File: src/rtl/mux_tree_pipe_pkg.sv
// Shared helpers for the pipelined mux tree: select-width function, lane
// offset helper and the padded lane count of the default configuration.
package mux_tree_pkg;

   // Smallest r with 2**r >= n; used to derive the select width / tree depth.
   function automatic int clog2(input int n);
      int r = 0;
      while ((1 << r) < n) r++;
      return r;
   endfunction

   // Bit offset of lane 'lane' in a flat vector of 'width'-bit lanes.
   function automatic int lane_slice(input int lane, input int width);
      return lane * width;
   endfunction

   localparam int DEF_WIDTH  = 32;
   localparam int DEF_NUM_IN = 32;
   localparam int DEF_SEL_W  = clog2(DEF_NUM_IN);
   localparam int PAD_IN     = 2 ** DEF_SEL_W;

endpackage

File: src/rtl/mux_tree_stage.sv
// One level of the mux tree: halves the lane count using the MSB of the
// remaining select, then registers valid, surviving lanes and the leftover
// select bits. Holds when the pipe stalls, drops the valid on flush.
module mux_tree_stage
   import mux_tree_pkg::*;
#(
   parameter int WIDTH    = 32,
   parameter int LANES_IN = 2,
   parameter int SELR_W   = 1
) (
   input  logic                                         clk,
   input  logic                                         reset,
   input  logic                                         flush,
   input  logic                                         advance,
   input  logic                                         in_valid,
   input  logic [LANES_IN*WIDTH-1:0]                    in_lanes,
   input  logic [SELR_W-1:0]                            in_selr,
   output logic                                         out_valid,
   output logic [(LANES_IN/2)*WIDTH-1:0]                out_lanes,
   output logic [((SELR_W > 1) ? SELR_W - 1 : 1)-1:0]   out_selr
);

   localparam int LANES_OUT = LANES_IN / 2;
   localparam int REM_W     = (SELR_W > 1) ? SELR_W - 1 : 1;

   logic                         sel_bit;
   logic [REM_W-1:0]             rem_sel;
   logic [LANES_OUT*WIDTH-1:0]   mux_lanes;

   logic                         valid_d, valid_q;
   logic [LANES_OUT*WIDTH-1:0]   lanes_d, lanes_q;
   logic [REM_W-1:0]             selr_d,  selr_q;

   assign sel_bit = in_selr[SELR_W-1];

   if (SELR_W > 1) begin : g_rem
      assign rem_sel = in_selr[SELR_W-2:0];
   end else begin : g_no_rem
      assign rem_sel = '0;
   end

   // Lane j of the result picks upper-half lane j when the select bit is set.
   always_comb begin
      mux_lanes = '0;
      for (int j = 0; j < LANES_OUT; j++) begin
         mux_lanes[lane_slice(j, WIDTH) +: WIDTH] = sel_bit
            ? in_lanes[lane_slice(j + LANES_OUT, WIDTH) +: WIDTH]
            : in_lanes[lane_slice(j, WIDTH) +: WIDTH];
      end
   end

   // Next state: load from the predecessor on advance, hold otherwise; flush drops the valid.
   // NOTE: every _d gets its hold value first, so no path leaves it unassigned and no latch is inferred.
   always_comb begin
      valid_d = valid_q;
      lanes_d = lanes_q;
      selr_d  = selr_q;
      if (flush) begin
         valid_d = 1'b0;
      end else if (advance) begin
         valid_d = in_valid;
         lanes_d = mux_lanes;
         selr_d  = rem_sel;
      end
   end

   // Stage register with synchronous reset.
   // NOTE: non-blocking assignments so every flop samples the pre-edge values of its neighbours.
   // NOTE: the data flops are reset as well because out_data must read 0 straight out of reset.
   always_ff @(posedge clk) begin
      if (reset) begin
         valid_q <= 1'b0;
         lanes_q <= '0;
         selr_q  <= '0;
      end else begin
         valid_q <= valid_d;
         lanes_q <= lanes_d;
         selr_q  <= selr_d;
      end
   end

   assign out_valid = valid_q;
   assign out_lanes = lanes_q;
   assign out_selr  = selr_q;

endmodule

File: src/rtl/mux_tree_pipe.sv
// Pipelined NUM_IN-to-1 word multiplexer, one 2:1 level and one register per
// select bit, valid/ready handshake with whole-pipe stall and flush.
// Optional sticky out-of-range select flag: define MUX_TREE_PIPE_SEL_CHK_EN.
module mux_tree_pipe
   import mux_tree_pkg::*;
#(
   parameter int WIDTH  = DEF_WIDTH,
   parameter int NUM_IN = DEF_NUM_IN,
   parameter int SEL_W  = clog2(NUM_IN)
) (
   input  logic                    clk,
   input  logic                    reset,
   input  logic                    flush,
   input  logic                    in_valid,
   output logic                    in_ready,
   input  logic [SEL_W-1:0]        in_sel,
   input  logic [NUM_IN*WIDTH-1:0] in_data,
   output logic                    out_valid,
   input  logic                    out_ready,
   output logic [WIDTH-1:0]        out_data,
   output logic                    err
);

   localparam int PAD_LANES = 2 ** SEL_W;

   logic                       advance;
   logic [PAD_LANES*WIDTH-1:0] in_padded;
   logic                       unused_selr;

   assign advance  = ~out_valid | out_ready;
   assign in_ready = advance & ~flush;

   // Zero-fill the lanes beyond NUM_IN so out-of-range selects yield 0.
   always_comb begin
      in_padded                       = '0;
      in_padded[NUM_IN*WIDTH-1:0]     = in_data;
   end

   for (genvar k = 0; k < SEL_W; k++) begin : g_stage
      localparam int LIN = PAD_LANES >> k;
      localparam int SRW = SEL_W - k;
      localparam int ORW = (SRW > 1) ? SRW - 1 : 1;

      logic                       valid_in;
      logic [LIN*WIDTH-1:0]       lanes_in;
      logic [SRW-1:0]             selr_in;
      logic                       valid_out;
      logic [(LIN/2)*WIDTH-1:0]   lanes_out;
      logic [ORW-1:0]             selr_out;

      if (k == 0) begin : g_first
         assign valid_in = in_valid & in_ready;
         assign lanes_in = in_padded;
         assign selr_in  = in_sel;
      end else begin : g_next
         assign valid_in = g_stage[k-1].valid_out;
         assign lanes_in = g_stage[k-1].lanes_out;
         assign selr_in  = g_stage[k-1].selr_out;
      end

      mux_tree_stage #(
         .WIDTH    (WIDTH),
         .LANES_IN (LIN),
         .SELR_W   (SRW)
      ) u_stage (
         .clk       (clk),
         .reset     (reset),
         .flush     (flush),
         .advance   (advance),
         .in_valid  (valid_in),
         .in_lanes  (lanes_in),
         .in_selr   (selr_in),
         .out_valid (valid_out),
         .out_lanes (lanes_out),
         .out_selr  (selr_out)
      );
   end

   assign out_valid   = g_stage[SEL_W-1].valid_out;
   assign out_data    = g_stage[SEL_W-1].lanes_out;
   // The last stage has no select bits left; its select remainder output is unused.
   assign unused_selr = ^g_stage[SEL_W-1].selr_out;

`ifdef MUX_TREE_PIPE_SEL_CHK_EN
   localparam logic [SEL_W:0] NUM_IN_CMP = (SEL_W + 1)'(NUM_IN);

   logic sel_oob;
   logic err_d, err_q;

   assign sel_oob = ({1'b0, in_sel} >= NUM_IN_CMP);

   // Sticky flag: set on accepting an out-of-range select, cleared only by reset.
   always_comb begin
      err_d = err_q | (in_valid & in_ready & sel_oob);
   end

   // Error flag register; flush deliberately leaves it alone.
   always_ff @(posedge clk) begin
      if (reset) begin
         err_q <= 1'b0;
      end else begin
         err_q <= err_d;
      end
   end

   assign err = err_q;
`else
   assign err = 1'b0;
`endif

endmodule
File: config.mk
export PLATFORM = sky130hd
export DESIGN_NAME = mux_tree_pipe
export DESIGN_NICKNAME = d
export VERILOG_FILES = /design/src/rtl/mux_tree_pipe_pkg.sv /design/src/rtl/mux_tree_stage.sv /design/src/rtl/mux_tree_pipe.sv
export SDC_FILE = /design/constraint.sdc
export NUM_CORES = 2
export LEC_CHECK = 0
export BUFFER_PORTS_ARGS = -buffer_cell sky130_fd_sc_hd__buf_2
export CORE_AREA = 2 2 411 413
export DETAILED_ROUTE_END_ITERATION = 12
export DIE_AREA = 0 0 413 415
export PLACE_DENSITY_LB_ADDON = 0.15
export SLEW_MARGIN = 20
export SYNTH_ARGS = -nofsm -noshare
export SYNTH_HDL_FRONTEND = slang
export SYNTH_SLANG_ARGS = --single-unit
export TNS_END_PERCENT = 100
File: constraint.sdc
create_clock -name clk -period 1.6 [get_ports clk]
set_clock_uncertainty 0.2 [all_clocks]
set_input_delay 0.16 -clock clk [delete_from_list [all_inputs] [get_ports clk]]
set_output_delay 0.16 -clock clk [all_outputs]
set_load 0.005 [all_outputs]
# Word level (Yosys, flattened, before mapping)
# Cells that the tools add are included.
dict set report totals {
  reg_bits 1007
  latch_bits 0
  mem_bits_rw 0
  rom_bits 0
  input_bits 1034
  output_inout_bits 35
  elab_cells 52
  mem_count 0
}
dict set report classes {
  n_addsub 0
  mul 0
  n_div 0
  n_lt_le_gt_ge 0
  eq_ne 0
  shifts 0
  muxes 31
  bitwise 5
  reduce_logical 2
}
# op n
set ops {}
lappend ops {{$mux W32} 31}
lappend ops {{$and A1 B1 Y1} 2}
lappend ops {{$not A1 Y1} 2}
lappend ops {{$reduce_and A2 Y1} 1}
lappend ops {{$reduce_or A2 Y1} 1}
lappend ops {{$or A1 B1 Y1} 1}

# Depth between registers and ports, before layout
dict set report depth {
  depth_word 4
  ltp_mapped 7
  mapped_depth_nobuf 3
}

# Cells and area by module
# Synthesis repeated with hierarchy kept, for this count alone.
dict set report unflattened {
  hier_cells 4483
  hier_area_um2 48215.0
}
# module n_inst cells_each area_per_inst_um2 seq_area_each_um2
set modules_own_cells {}
lappend modules_own_cells {{mux_tree_stage at g_stage[0].u_stage} 1 2298 25049.0 10349.9}
lappend modules_own_cells {{mux_tree_stage at g_stage[1].u_stage} 1 1156 11946.5 5205.0}
lappend modules_own_cells {{mux_tree_stage at g_stage[2].u_stage} 1 583 6306.0 2622.5}
lappend modules_own_cells {{mux_tree_stage at g_stage[3].u_stage} 1 291 3205.6 1321.3}
lappend modules_own_cells {{mux_tree_stage at g_stage[4].u_stage} 1 149 1662.8 660.6}
lappend modules_own_cells {mux_tree_pipe 1 6 45.0 0.0}

# Worst setup path after synthesis
# Ideal clock, no wire load.
dict set report synth_timing {
  kind {register -> register}
  startpoint {register g_stage[4].u_stage.valid_q}
  endpoint {register g_stage[2].u_stage.lanes_q[100]}
  setup_time_ps 68
  arrival_time_ps 1265
  required_ps 1332
  path_slack_ps 67
  path_stages_with_launch 8
  path_buffers 4
  period_less_slack_ps 1533
  path_cell_list {dfxtp_1 > nand2b_1 > buf_6 > a21oi_4 > buf_6 > buf_6 > buf_6 > o2bb2ai_2}
}
dict set report synth_between {
  elab_chain_len 3
}
# item line
set synth_lines {}
lappend synth_lines {{start, declared} mux_tree_stage.sv:30} ;# logic valid_d, valid_q;
lappend synth_lines {{start signal, assigned} mux_tree_stage.sv:76} ;# valid_q <= valid_d;
lappend synth_lines {{$not A1 Y1} mux_tree_pipe.sv:30} ;# assign advance = ~out_valid | out_ready;
lappend synth_lines {{$or A1 B1 Y1} mux_tree_pipe.sv:30}
lappend synth_lines {{$reduce_and A2 Y1 (no line)} -}
lappend synth_lines {{end signal, assigned} mux_tree_stage.sv:77} ;# lanes_q <= lanes_d;
lappend synth_lines {{end, declared} mux_tree_stage.sv:31} ;# logic [LANES_OUT*WIDTH-1:0] lanes_d, lanes_q;
# Every way passes these cells.
# A chain may end at the register's enable or synchronous reset.

# Worst setup path after layout
dict set report layout_timing {
  startpoint {register g_stage[4].u_stage.valid_q}
  endpoint {output port in_ready}
}
dict set report layout_between {
  elab_chain_len 3
}
# item line
set layout_lines {}
lappend layout_lines {{$not A1 Y1} mux_tree_pipe.sv:30}
lappend layout_lines {{$or A1 B1 Y1} mux_tree_pipe.sv:30}
lappend layout_lines {{$and A1 B1 Y1} mux_tree_pipe.sv:31} ;# assign in_ready = advance & ~flush;
lappend layout_lines {{end, declared} mux_tree_pipe.sv:15} ;# output logic in_ready,
# Every way passes these cells.

==> results_dict.tcl <==
set metrics [dict create \
    hold_viol 1 \
    worstMarginPinSlew_ns 0.5214 \
    cts.hold.buffers_added 1176 \
    drtIter0Drc 1433 \
    ys_async_sr_fraction 0 \
    finalWirelength_mm 163.9 \
    cts_root_buffer "clkbuf_16" \
    core_um2 166700 \
    worst_setup_path_start_kind "flop" \
    synth_fp_nets 4412 \
    cts_tree "yes" \
    dieWidth_um 413 \
    clkTransAtPathRegs_ns 0.06 \
    fin_crit_sh 1.171 \
    clock_latency_ns 0.72 \
    initial_core_util 0.2506 \
    grt_max_degree 63 \
    final_cell_mix "1176 x dlygate4sd3_1, 1060 x buf_2, 998 x dfxtp_1" \
    multi_input_area_um2 19320 \
    routabilityCongestion 0.7843 \
    std_cell_rows 150 \
    setup_violations 936 \
    clk_path_buf_depth 3 \
    dp_cells 6665 \
    regArea_um2 20180 \
    utilization 0.4037 \
    finalWorstSetupSlack_ns -0.2742 \
    num_vias 35970 \
    layout.cells.non_filler 8061 \
    status "finished with violations" \
    overflow 0 \
    portBuffers 1067 \
    setup_tns_ns -71.83 \
    synth_edf_count 0 \
    leakage_nw 26.81 \
    clock.fmax_mhz 533.6 \
    dr.pass1.iters 5 \
    seq_area_frac_synth 0.4826 \
    synthCells 3378 \
    final_common_cell "dlygate4sd3_1" \
    holdWs_ns -0.2410 \
    cp_slowest_cell "dfxtp_2" \
    h-tree-depth 3 \
    peakVddDrop_uv 899.2 \
    fill_cells 15950 \
    antenna_found_initial 14 \
    cpMostUsedCell "buf_6" \
    cp_max_fo 3 \
    violations "negative hold slack, negative setup slack" \
    cts.sinks 1007 \
    synth_area_um2 41770 \
    worstPathCellList "buf_6 > nor2b_4 > nor2_4 > buf_6" \
    ys_warn_count 0 \
    ys_ff_latch 1007 \
    ios 1069 \
    p_per_area_nw_per_um2 939.7 \
    critical_path_class "reg -> out" \
    grt_pass1_wl_mm 242.1 \
    relSlewSlack 0.6519 \
    fp.dieH_um 415 \
    area_growth_pct 61.09 \
    period_minus_slack_ns 1.874 \
    layout-drive-gt1-share 0.2886 \
    maxCapViolations 0 \
    vias_per_cell 4.462 \
    ys_types 23 \
    p_total_mw 63.23 \
    rsz0062_at_grt "yes" \
    synthFlopType "dfxtp_1" \
    die_area_um2 171400 \
    cts_made_buffers 115 \
    fin_nets 6797 \
    endpoint_kind "output port" \
    slew_viol_final 0 \
    wl_per_cell_um 20.34 \
    grt_use_total 0.1840 \
    critPathMaxStageDelay_ns 0.34 \
    drcViolationCount 0 \
    worstPathRequired_ns 1.24 \
    drtAntennaViolNets 0 \
    grt_pass1_vias 39190 \
    hold_class "in -> reg" \
    arrival_ns 1.51 \
    dp_hpwl_mm 117.2 \
    postSynthAreaPerCell_um2 12.37 \
]
==> report_power, final <==
group | internal [mW] | switching, mW | leakage [nW]
combinational | 5.53 | 3.81 | 16.7
clock | 16.0 | 10.8 | 1.89
sequential | 26.3 | 0.766 | 8.24
total | 47.8 | 15.4 | 26.8
==> final cells by class <==
| cell class | count | share of cell area |
|---|---|---|
| Antenna cell | 2 | 0.00007438 |
| Clock buffer | 175 | 0.05153 |
| Clock inverter | 34 | 0.005988 |
| Inverter | 1 | 0.00005579 |
| Multi-Input combinational cell | 2030 | 0.2872 |
| Sequential cell | 1007 | 0.2999 |
| Tap cell | 2204 | 0.04098 |
| Timing Repair Buffer | 2608 | 0.3142 |
==> registers in the layout, summed over array words and instances (netlist names) <==
register,cells
g_stage.u_stage.out_lanes,992
g_stage.u_stage.out_valid,5
g_stage.u_stage.out_selr,10
==> Yosys cell counts, types with 2 or more instances <==
cell / number / area share
nor3_1: 4 / 0.00048
o21ai_0: 10 / 0.0012
a21oi_1: 10 / 0.0012
buf_2: 219 / 0.026
clkbuf_1: 11 / 0.00099
buf_6: 97 / 0.026
mux2i_1: 996 / 0.24
o2bb2ai_1: 929 / 0.19
nand3_1: 10 / 0.0012
buf_4: 10 / 0.0018
dfxtp_1: 1007 / 0.48
nor2_1: 2 / 0.00018
o2bb2ai_2: 63 / 0.023
==> worst max-delay path: cells and delay by family, from the launching register on <==
| kind | cells | cell delay, ns |
|---|---|---|
| DFF | 1 | 0.34 |
| and+or+nand+nor | 2 | 0.24 |
| buffers and inverters | 2 | 0.21 |
==> worst paths after layout <==
| kind | start | endpoint | slack, ns | depth (start not counted) |
|---|---|---|---|---|
| max | g_stage[4].u_stage.out_valid$_SDFFE_PP0P_ | in_ready | -0.27 | 4 |
| min | out_ready | g_stage[0].u_stage.out_selr[3]$_SDFFE_PP0P_ | -0.24 | 4 |
| max reg2reg | g_stage[4].u_stage.out_valid$_SDFFE_PP0P_ | g_stage[1].u_stage.out_lanes[162]$_SDFFE_PP0P_ | -0.15 | 6 |
| min reg2reg | g_stage[1].u_stage.out_selr[1]$_SDFFE_PP0P_ | g_stage[2].u_stage.out_selr[1]$_SDFFE_PP0P_ | 0.26 | 2 |
==> per-stage QoR <==
stage / area (um^2) / worst slack (ns)
2_1_floorplan: 41770 / 0.06689
3_3_place_gp: 51380 / -0.2515
3_5_place_dp: 51380 / -0.2660
4_1_cts: 67210 / -0.4508
5_1_grt: 67280 / -0.3756
6_report: 67290 / -0.2742
==> kinds of logic (layout without fill, tap and decap cells) <==
| logic type | after synthesis | after routing | share of synthesized area |
|---|---|---|---|
| flops | 1007 | 1007 | 0.4826 |
| simple gates | 19 | 19 | 0.002247 |
| compound gates | 1014 | 1014 | 0.2204 |
| mux | 996 | 996 | 0.2387 |
| other cells | 1 | 3 | 0.00008978 |
| buf+inv | 341 | 2818 | 0.05595 |
==> per-layer routing <==
| metal | wire (um) | track usage |
|---|---|---|
| met4 | 3241 | 0.04012 |
| met1 | 73940 | 0.2351 |
| met2 | 80320 | 0.3228 |
| met5 | 13 | 0 |
| met3 | 6412 | 0.02922 |
==> what timing repair did <==
item,CTS,global route
cloned,0,1
pin swaps,2,1
endpoints found under the setup margin,992,1016
setup buffers,4,6
endpoints found under the hold margin,571,2
resized for setup,45,2
Power figures use the tool's default switching activity.
